## src/rtl/mul_seq_if.sv

```systemverilog
// mul_seq_if: operand/control/result bundle between the register-file stage and the iterative multiplier.
interface mul_seq_if #(parameter int W_DATA = 32);
  logic start, c_mul_signed, c_mul_hi, flush, busy, done;
  logic [W_DATA-1:0] rfa, rfb, result;
  modport master (output start, c_mul_signed, c_mul_hi, flush, rfa, rfb, input busy, done, result);
  modport slave (input start, c_mul_signed, c_mul_hi, flush, rfa, rfb, output busy, done, result);
endinterface

```

## src/rtl/mul_seq.sv

```systemverilog
// mul_seq: iterative shift-add 32x32 multiplier returning the low or high product half.
module mul_seq #(
  parameter int W_DATA = 32,
  parameter int N_ITER = 32
) (
  input logic clk,
  input logic rst,
  mul_seq_if.slave bus
);
  localparam int W_CNT = $clog2(N_ITER + 1);
  typedef enum logic [1:0] {IDLE, RUN, FIX, DONE} state_t;
  state_t r_state, w_next;
  logic [W_DATA-1:0] r_mcand, r_mplier, r_result, w_abs_a, w_abs_b;
  logic [2*W_DATA-1:0] r_acc, w_prod;
  logic [W_DATA:0] w_sum;
  logic [W_CNT-1:0] r_cnt;
  logic r_neg, r_hi, w_accept;
  always_ff @(posedge clk or posedge rst)
    if (rst) r_state <= IDLE;
    else r_state <= w_next;
  always_comb
    w_next = bus.flush ? IDLE :
             (r_state == IDLE || r_state == DONE) ? (bus.start ? RUN : IDLE) :
             (r_state == RUN) ? ((r_cnt == W_CNT'(N_ITER - 1)) ? FIX : RUN) : DONE;
  always_comb begin
    bus.busy = (r_state == RUN) || (r_state == FIX);
    bus.done = (r_state == DONE);
  end
  assign w_accept = (w_next == RUN) && (r_state == IDLE || r_state == DONE);
  // -2^31 negates to itself, which is the correct unsigned magnitude
  assign w_abs_a = (bus.c_mul_signed && bus.rfa[W_DATA-1]) ? -bus.rfa : bus.rfa;
  assign w_abs_b = (bus.c_mul_signed && bus.rfb[W_DATA-1]) ? -bus.rfb : bus.rfb;
  assign w_sum = {1'b0, r_acc[2*W_DATA-1:W_DATA]} + (r_mplier[0] ? {1'b0, r_mcand} : '0);
  assign w_prod = r_neg ? -r_acc : r_acc;
  always_ff @(posedge clk or posedge rst)
    if (rst) begin
      r_mcand <= '0;
      r_mplier <= '0;
      r_acc <= '0;
      r_cnt <= '0;
      r_neg <= 1'b0;
      r_hi <= 1'b0;
      r_result <= '0;
    end else if (w_accept) begin
      r_mcand <= w_abs_a;
      r_mplier <= w_abs_b;
      r_neg <= bus.c_mul_signed & (bus.rfa[W_DATA-1] ^ bus.rfb[W_DATA-1]);
      r_hi <= bus.c_mul_hi;
      r_acc <= '0;
      r_cnt <= '0;
    end else if (r_state == RUN) begin
      r_acc <= {w_sum, r_acc[W_DATA-1:1]};
      r_mplier <= r_mplier >> 1;
      r_cnt <= r_cnt + W_CNT'(1);
    end else if (r_state == FIX && !bus.flush)
      r_result <= r_hi ? w_prod[2*W_DATA-1:W_DATA] : w_prod[W_DATA-1:0];
  assign bus.result = r_result;
endmodule

```

## src/flat_wrapper.sv

```systemverilog
// flat-port wrapper written by rule: the top's interface ports become plain ports
module mul_seq_flat 
#(
  parameter int W_DATA = 32,
  parameter int N_ITER = 32
)
  (clk, rst, bus_start, bus_c_mul_signed, bus_c_mul_hi, bus_flush, bus_rfa, bus_rfb, bus_busy, bus_done, bus_result);
  mul_seq_if #(.W_DATA(W_DATA)) bus_i ();
  input logic clk;
  input logic rst;
  input wire logic [$bits(bus_i.start)-1:0] bus_start;
  input wire logic [$bits(bus_i.c_mul_signed)-1:0] bus_c_mul_signed;
  input wire logic [$bits(bus_i.c_mul_hi)-1:0] bus_c_mul_hi;
  input wire logic [$bits(bus_i.flush)-1:0] bus_flush;
  input wire logic [$bits(bus_i.rfa)-1:0] bus_rfa;
  input wire logic [$bits(bus_i.rfb)-1:0] bus_rfb;
  output wire logic [$bits(bus_i.busy)-1:0] bus_busy;
  output wire logic [$bits(bus_i.done)-1:0] bus_done;
  output wire logic [$bits(bus_i.result)-1:0] bus_result;
  assign bus_i.start = bus_start;
  assign bus_i.c_mul_signed = bus_c_mul_signed;
  assign bus_i.c_mul_hi = bus_c_mul_hi;
  assign bus_i.flush = bus_flush;
  assign bus_i.rfa = bus_rfa;
  assign bus_i.rfb = bus_rfb;
  assign bus_busy = bus_i.busy;
  assign bus_done = bus_i.done;
  assign bus_result = bus_i.result;
  mul_seq #(.W_DATA(W_DATA), .N_ITER(N_ITER)) u_core (.clk(clk), .rst(rst), .bus(bus_i));
endmodule
```

## config.mk

```make
export PLATFORM = sky130hd
export DESIGN_NAME = mul_seq_flat
export DESIGN_NICKNAME = d
export VERILOG_FILES = /design/src/rtl/mul_seq_if.sv /design/src/rtl/mul_seq.sv /design/src/flat_wrapper.sv
export SDC_FILE = /design/constraint.sdc
export NUM_CORES = 1
export LEC_CHECK = 0
export ABC_AREA = 1
export BUFFER_PORTS_ARGS = -buffer_cell sky130_fd_sc_hd__buf_4
export CAP_MARGIN = 25
export CORE_ASPECT_RATIO = 1.5
export CORE_MARGIN = 1.5
export CORE_UTILIZATION = 40
export DETAILED_ROUTE_END_ITERATION = 16
export GPL_TIMING_DRIVEN = 0
export PLACE_DENSITY = 0.63
export SLEW_MARGIN = 15
export SYNTH_ARGS = -nofsm -noshare
export SYNTH_HDL_FRONTEND = slang
export SYNTH_SLANG_ARGS = --single-unit
```

## constraint.sdc

```tcl
create_clock -name clk -period 5.2 [get_ports clk]
set_clock_uncertainty 0.2 [all_clocks]
set_input_delay 0.26 -clock clk [delete_from_list [all_inputs] [get_ports clk]]
set_output_delay 0.26 -clock clk [all_outputs]
set_load 0.01 [all_outputs]
```

* Word-level counts from Yosys, hierarchy flattened *
Index checks and enable logic that the tools add are counted.

word-level totals
  register bits after elaboration = 170
  input port bits = 70
  output and inout port bits = 34
  logic and storage cells = 48

operators by class
  $add $sub $neg = 5
  equality and inequality tests = 5
  multiplexer cells = 16
  bitwise operators = 4
  reduce and logical (&&, ||, !) cells = 10

operators by type and width
  cell                   number
  $mux W32               6
  $mux W64               3
  $neg A32 Y32           2
  $neg A64 Y64           1
  $add A32 B33 Y33       1
  $mux W6                2
  $mux W2                4
  $add A6 B1 Y6 const B  1
  $eq A6 B5 Y1 const B   1
  $eq A2 B1 Y1 const B   2
  $eq A2 B2 Y1 const B   2
  $logic_and A1 B1 Y1    4
  $reduce_and A3 Y1      1
  $logic_not A2 Y1       1
  $logic_or A1 B1 Y1     2
  $not A1 Y1             2
  $reduce_bool A2 Y1     1
  $and A1 B1 Y1          1
  $logic_not A1 Y1       1
  $mux W1                1
  $xor A1 B1 Y1          1

* Longest topological paths before layout *
  depth after elaboration = 9
  depth in mapped cells = 18
  mapped depth without buffers = 16

* Worst setup path after synthesis *
No wires, ideal clock.

  path kind = reg2reg
  start = register u_core.r_mplier[0]
  end = register u_core.r_acc[59]
  library setup time = 0.118 ns
  data arrival time = 2.174 ns
  required time = 4.882 ns
  setup slack = 2.708 ns
  cell stages (with the launch flop) = 18
  period minus slack after synthesis = 2.492 ns
  cell sequence = dfrtp_1 clkbuf_1 clkbuf_1 nand2_1 inv_1 ha_1 fa_1 nand2_1 nand2_1 and2_1 nand3_1 nand2_1 nand2_1 nand2_1 nand2_1 nand3_1 nand3_1 nand2_1

on the way
  longest elaborated chain between the ends = 4

RTL lines
  item                    RTL line       text
  start, declared         mul_seq.sv:13  logic [W_DATA-1:0] r_mcand, r_mplier, r_result, w_abs_a, w_abs_b;
  start signal, assigned  mul_seq.sv:46  r_mplier <= w_abs_b;
  start signal, assigned  mul_seq.sv:53  r_mplier <= r_mplier >> 1;
  $mux W32                mul_seq.sv:33  assign w_sum = {1'b0, r_acc[2*W_DATA-1:W_DATA]} + (r_mplier[0] ? {1'b0, r_mcand} : '0);
  $add A32 B33 Y33        mul_seq.sv:33
  $mux W64                mul_seq.sv:51  end else if (r_state == RUN) begin
  $mux W64                mul_seq.sv:44  end else if (w_accept) begin
  end signal, assigned    mul_seq.sv:52  r_acc <= {w_sum, r_acc[W_DATA-1:1]};
  end, declared           mul_seq.sv:14  logic [2*W_DATA-1:0] r_acc, w_prod;

No other way between the ends. The select of a mux whose other input is x is not followed.
A chain may end at the register's enable or synchronous reset.

* Final worst setup path *
Same ends and word-level chain as after synthesis.

==> reports/qor.txt <==
run status: finished, final reports clean
register-to-register path setup slack: 2.20 ns
critical path endpoint category: register
post-CTS clock slew at the launch and capture registers of the worst setup and hold paths: 0.07 ns
synthesized-area fraction occupied by ao, oa, aoi and oai cells: 13.5%
reported net switching power: 3.29 mW
achievable frequency: 0.333 GHz
number of setup violations in the final report: 0
CTS tree: built
total routing usage reported by global routing: 29.3%
fraction of synthesized cell area in xor and xnor cells: 2.99%
Max-cap violations: 0
DP Area: 14,500 µm²
dpl ws: 2.18 ns
slack of the critical path: 2.20 ns
share of final-layout standard cells stronger than drive strength 1: 9.12%
initial cell density of the core: 40.6%
synth cell count leaders: 626 x sky130_fd_sc_hd__nand2_1, 263 x sky130_fd_sc_hd__inv_1, 224 x sky130_fd_sc_hd__nor2_1
fraction of power consumed by the clock network: 19.5%
class of the tightest hold or removal check: input pin to register
fin util: 48.1%
number of failing hold endpoints at the final stage: 0
initial DRC count: 830
count of pins on the block boundary: 104
number of standard cells after synthesis: 2,073
shortest clock period the worst path allows after layout: 3.00 ns
cell area after technology mapping: 13,200 µm²
highest fanout seen on the critical path: 10
Slew Limit Headroom: 43.5%
largest net degree at the start of global routing: 102
final cell count without fillers: 2,675
most area-hungry cell type in the Yosys netlist: sky130_fd_sc_hd__dfrtp_1
post-DR vias/cell: 5.30
required time reported for the critical path endpoint: 5.34 ns
Clock Root Buffer: sky130_fd_sc_hd__clkbuf_16
fraction of synthesized area in multiplexers: 0%
critical path class: register to register
design area: 15,600 µm²
most frequent cell after synthesis: sky130_fd_sc_hd__nand2_1
average cell area after synthesis: 6.37 µm²
number of cells after detailed placement: 2,592
Final Routed Wirelength: 48,200 µm
transition time at the pin with the least slew margin: 0.848 ns
sort of element at the start of the critical path: register
remaining design rule violation count: 0
Area growth syn-to-layout: 18.5%
global-route wire length before repair: 75,200 µm
adder-cell share of the synthesized area: 3.85%
async set-reset flop share out of synthesis: 100%
count of synthesis-stage warnings from yosys: 0
Synth cell types: 47
count of antenna diodes in the layout: 0
Die ar.: 34,100 µm²
combinational power share: 50.3%
area share of and/or/nand/nor cells after synthesis: 37.4%
routability congestion estimate from global placement: 0.997
vertical die dimension: 225 µm
dominant combinational cell family by area after synthesis: simple AND/OR/NAND/NOR gates
post-synth net total: 2,183
antenna violations before repair: 0
Flop pwr share: 30.2%
share of Yosys cell area claimed by the top area cell type: 32.2%
design internal power: 3.71 mW
Slew Limit Fails: 0
pwr dens: 447 nW/µm²
most frequently used flop master after synthesis: sky130_fd_sc_hd__dfrtp_1
proportion of total power due to net switching: 47.0%
residual antenna-violating net count after detailed routing: 0
number of filler cells placed in the layout: 3,424
data arrival time of the worst path: 3.15 ns
number of core rows: 81
detailed-route via count: 14,200
register bit count reported by yosys: 170
count of buffers from port buffering: 103
Static Leakage: 8.34 nW
number of enable-type register cells in the synthesized netlist: 0
detailed-placement wirelength estimate: 38,100 µm
horizontal die dimension: 151 µm
peak supply drop: 0.292 mV
first drt pass iteration count: 6
Area contributors post-synth: sky130_fd_sc_hd__dfrtp_1 32%, sky130_fd_sc_hd__nand2_1 18%, sky130_fd_sc_hd__inv_1 7.5%
total congestion overflow: 0
number of clock buffers inserted by TritonCTS: 17
RSZ-0062 raised after global routing: no
share of the clock period used by the worst path: 57.8%
Core Footprint: 32,500 µm²
clock latency reported for the late side of the worst-skew pair: 0.46 ns
number of global-route vias before repair: 14,100
maximum root-to-sink buffer count: 2
Seq/Total Area, Yosys: 32.2%
routed wirelength normalized by instance count: 18.0 µm
clock sinks: 170
Clock H-tree levels: 4
Post-layout nets: 2,357
per-stage QoR:
| stage | setup TNS [ns] | hold WS [ns] | power, mW |
|---|---|---|---|
| global route | 0 | 0.0371 | 7.51 |
| global placement | -316.48 | 0.236 | 5.50 |
| floorplan | 0 | 0.126 | 4.36 |
| finish | 0 | 0.0170 | 6.99 |
| detailed placement | 0 | 0.150 | 5.55 |
| CTS | 0 | 0.00380 | 6.96 |
path summary, 6_finish.rpt:
check | start | to | cells past startpoint
worst max-delay path | u_core.r_mplier[0] | u_core.r_acc[59] | 17
worst min-delay path | bus_rfb[14] | u_core.r_mplier[14] | 4
worst max register to register | u_core.r_mplier[0] | u_core.r_acc[59] | 17
worst min register to register | u_core.r_mcand[24] | u_core.r_mcand[24] | 2
max in group asynchronous | rst | u_core.r_acc[60] | 4
min in group asynchronous | rst | u_core.r_state[1] | 3
layer usage:
layer | routed length (µm) | part of all wire, % | track usage, % | vias up
li1 | - | - | - | 7038
met1 | 18200 | 38 | 31.4 | 6473
met2 | 24300 | 50 | 52.1 | 479
met3 | 1990 | 4.1 | 3.18 | 175
met4 | 3740 | 7.8 | 21.8 | 0
met5 | 0 | 0 | 0 | -
critical path, cell delays in order (launching register included):
cell	delay, ns
sky130_fd_sc_hd__dfrtp_1	0.33
sky130_fd_sc_hd__clkbuf_1	0.24
sky130_fd_sc_hd__clkbuf_1	0.45
sky130_fd_sc_hd__nand2_1	0.14
sky130_fd_sc_hd__inv_1	0.14
sky130_fd_sc_hd__fa_1	0.22
sky130_fd_sc_hd__nand2_1	0.06
sky130_fd_sc_hd__nand2_1	0.08
sky130_fd_sc_hd__and2_1	0.15
sky130_fd_sc_hd__nand3_1	0.08
sky130_fd_sc_hd__nand2_1	0.17
sky130_fd_sc_hd__nand2_1	0.07
sky130_fd_sc_hd__nand2_1	0.18
sky130_fd_sc_hd__nand2_1	0.13
sky130_fd_sc_hd__nand2_1	0.08
sky130_fd_sc_hd__nand2_1	0.05
sky130_fd_sc_hd__nand3_1	0.07
sky130_fd_sc_hd__nand2_1	0.06
registers in the layout, summed over array words and instances, names as in the netlist:
name	count
u_core.r_cnt	6
u_core.r_mplier	32
u_core.r_hi	1
u_core.r_state	2
u_core.bus.result	32
u_core.r_mcand	32
u_core.r_neg	1
u_core.r_acc	64
cell usage in the layout, fill, tap and decap left out, types with 16 or more instances in the layout:
cell type and count:
sky130_fd_sc_hd__nor3_1 16, sky130_fd_sc_hd__o21ai_1 21, sky130_fd_sc_hd__inv_1 262, sky130_fd_sc_hd__nand4_1 19, sky130_fd_sc_hd__ha_1 39, sky130_fd_sc_hd__o22ai_1 50
sky130_fd_sc_hd__nand2_1 626, sky130_fd_sc_hd__xor2_1 36, sky130_fd_sc_hd__inv_2 16, sky130_fd_sc_hd__dfrtp_1 170, sky130_fd_sc_hd__a21oi_1 86, sky130_fd_sc_hd__nand3_1 191
sky130_fd_sc_hd__dlygate4sd3_1 51, sky130_fd_sc_hd__nor2_1 224, sky130_fd_sc_hd__clkbuf_16 17, sky130_fd_sc_hd__buf_4 104, sky130_fd_sc_hd__buf_2 18, sky130_fd_sc_hd__o21ai_0 107
sky130_fd_sc_hd__or2_0 16, sky130_fd_sc_hd__clkbuf_1 37
power groups by stage:
| stage | logic (mW) | registers [mW] | clock network [mW] |
|---|---|---|---|
| global placement | 3.39 | 2.11 | 0 |
| global route | 3.92 | 2.16 | 1.43 |
| detailed placement | 3.43 | 2.12 | 0 |
| floorplan | 2.31 | 2.04 | 0 |
| finish | 3.52 | 2.11 | 1.36 |
| CTS | 3.47 | 2.10 | 1.38 |
cells by family after synthesis:
| kind of cell | count (synthesis) |
|---|---|
| AOI/OAI and AO/OA | 318 |
| xor gates and xnor gates | 45 |
| adders and majority gates | 40 |
| buffers and inverters | 345 |
| DFF | 170 |
| and+or+nand+nor | 1155 |
what timing repair did:
action / CTS / global route
hold endpoints to repair: 118 / 0
resized for setup: 0 / 0
hold buffers: 51 / 0
buffers inserted: 0 / 0
final cells by class:
class | instances | area (µm²) | area share [%]
clock inverters | 14 | 178 | 1.14
well taps | 415 | 519 | 3.32
repair buffers | 155 | 1310 | 8.38
plain buffers | 65 | 270 | 1.73
multi-input cells | 1558 | 7620 | 48.7
clock buffers | 18 | 429 | 2.74
inverters | 280 | 1060 | 6.77
flip-flops and latches | 170 | 4250 | 27.2
No activity file was read; power rests on OpenSTA's default activity.
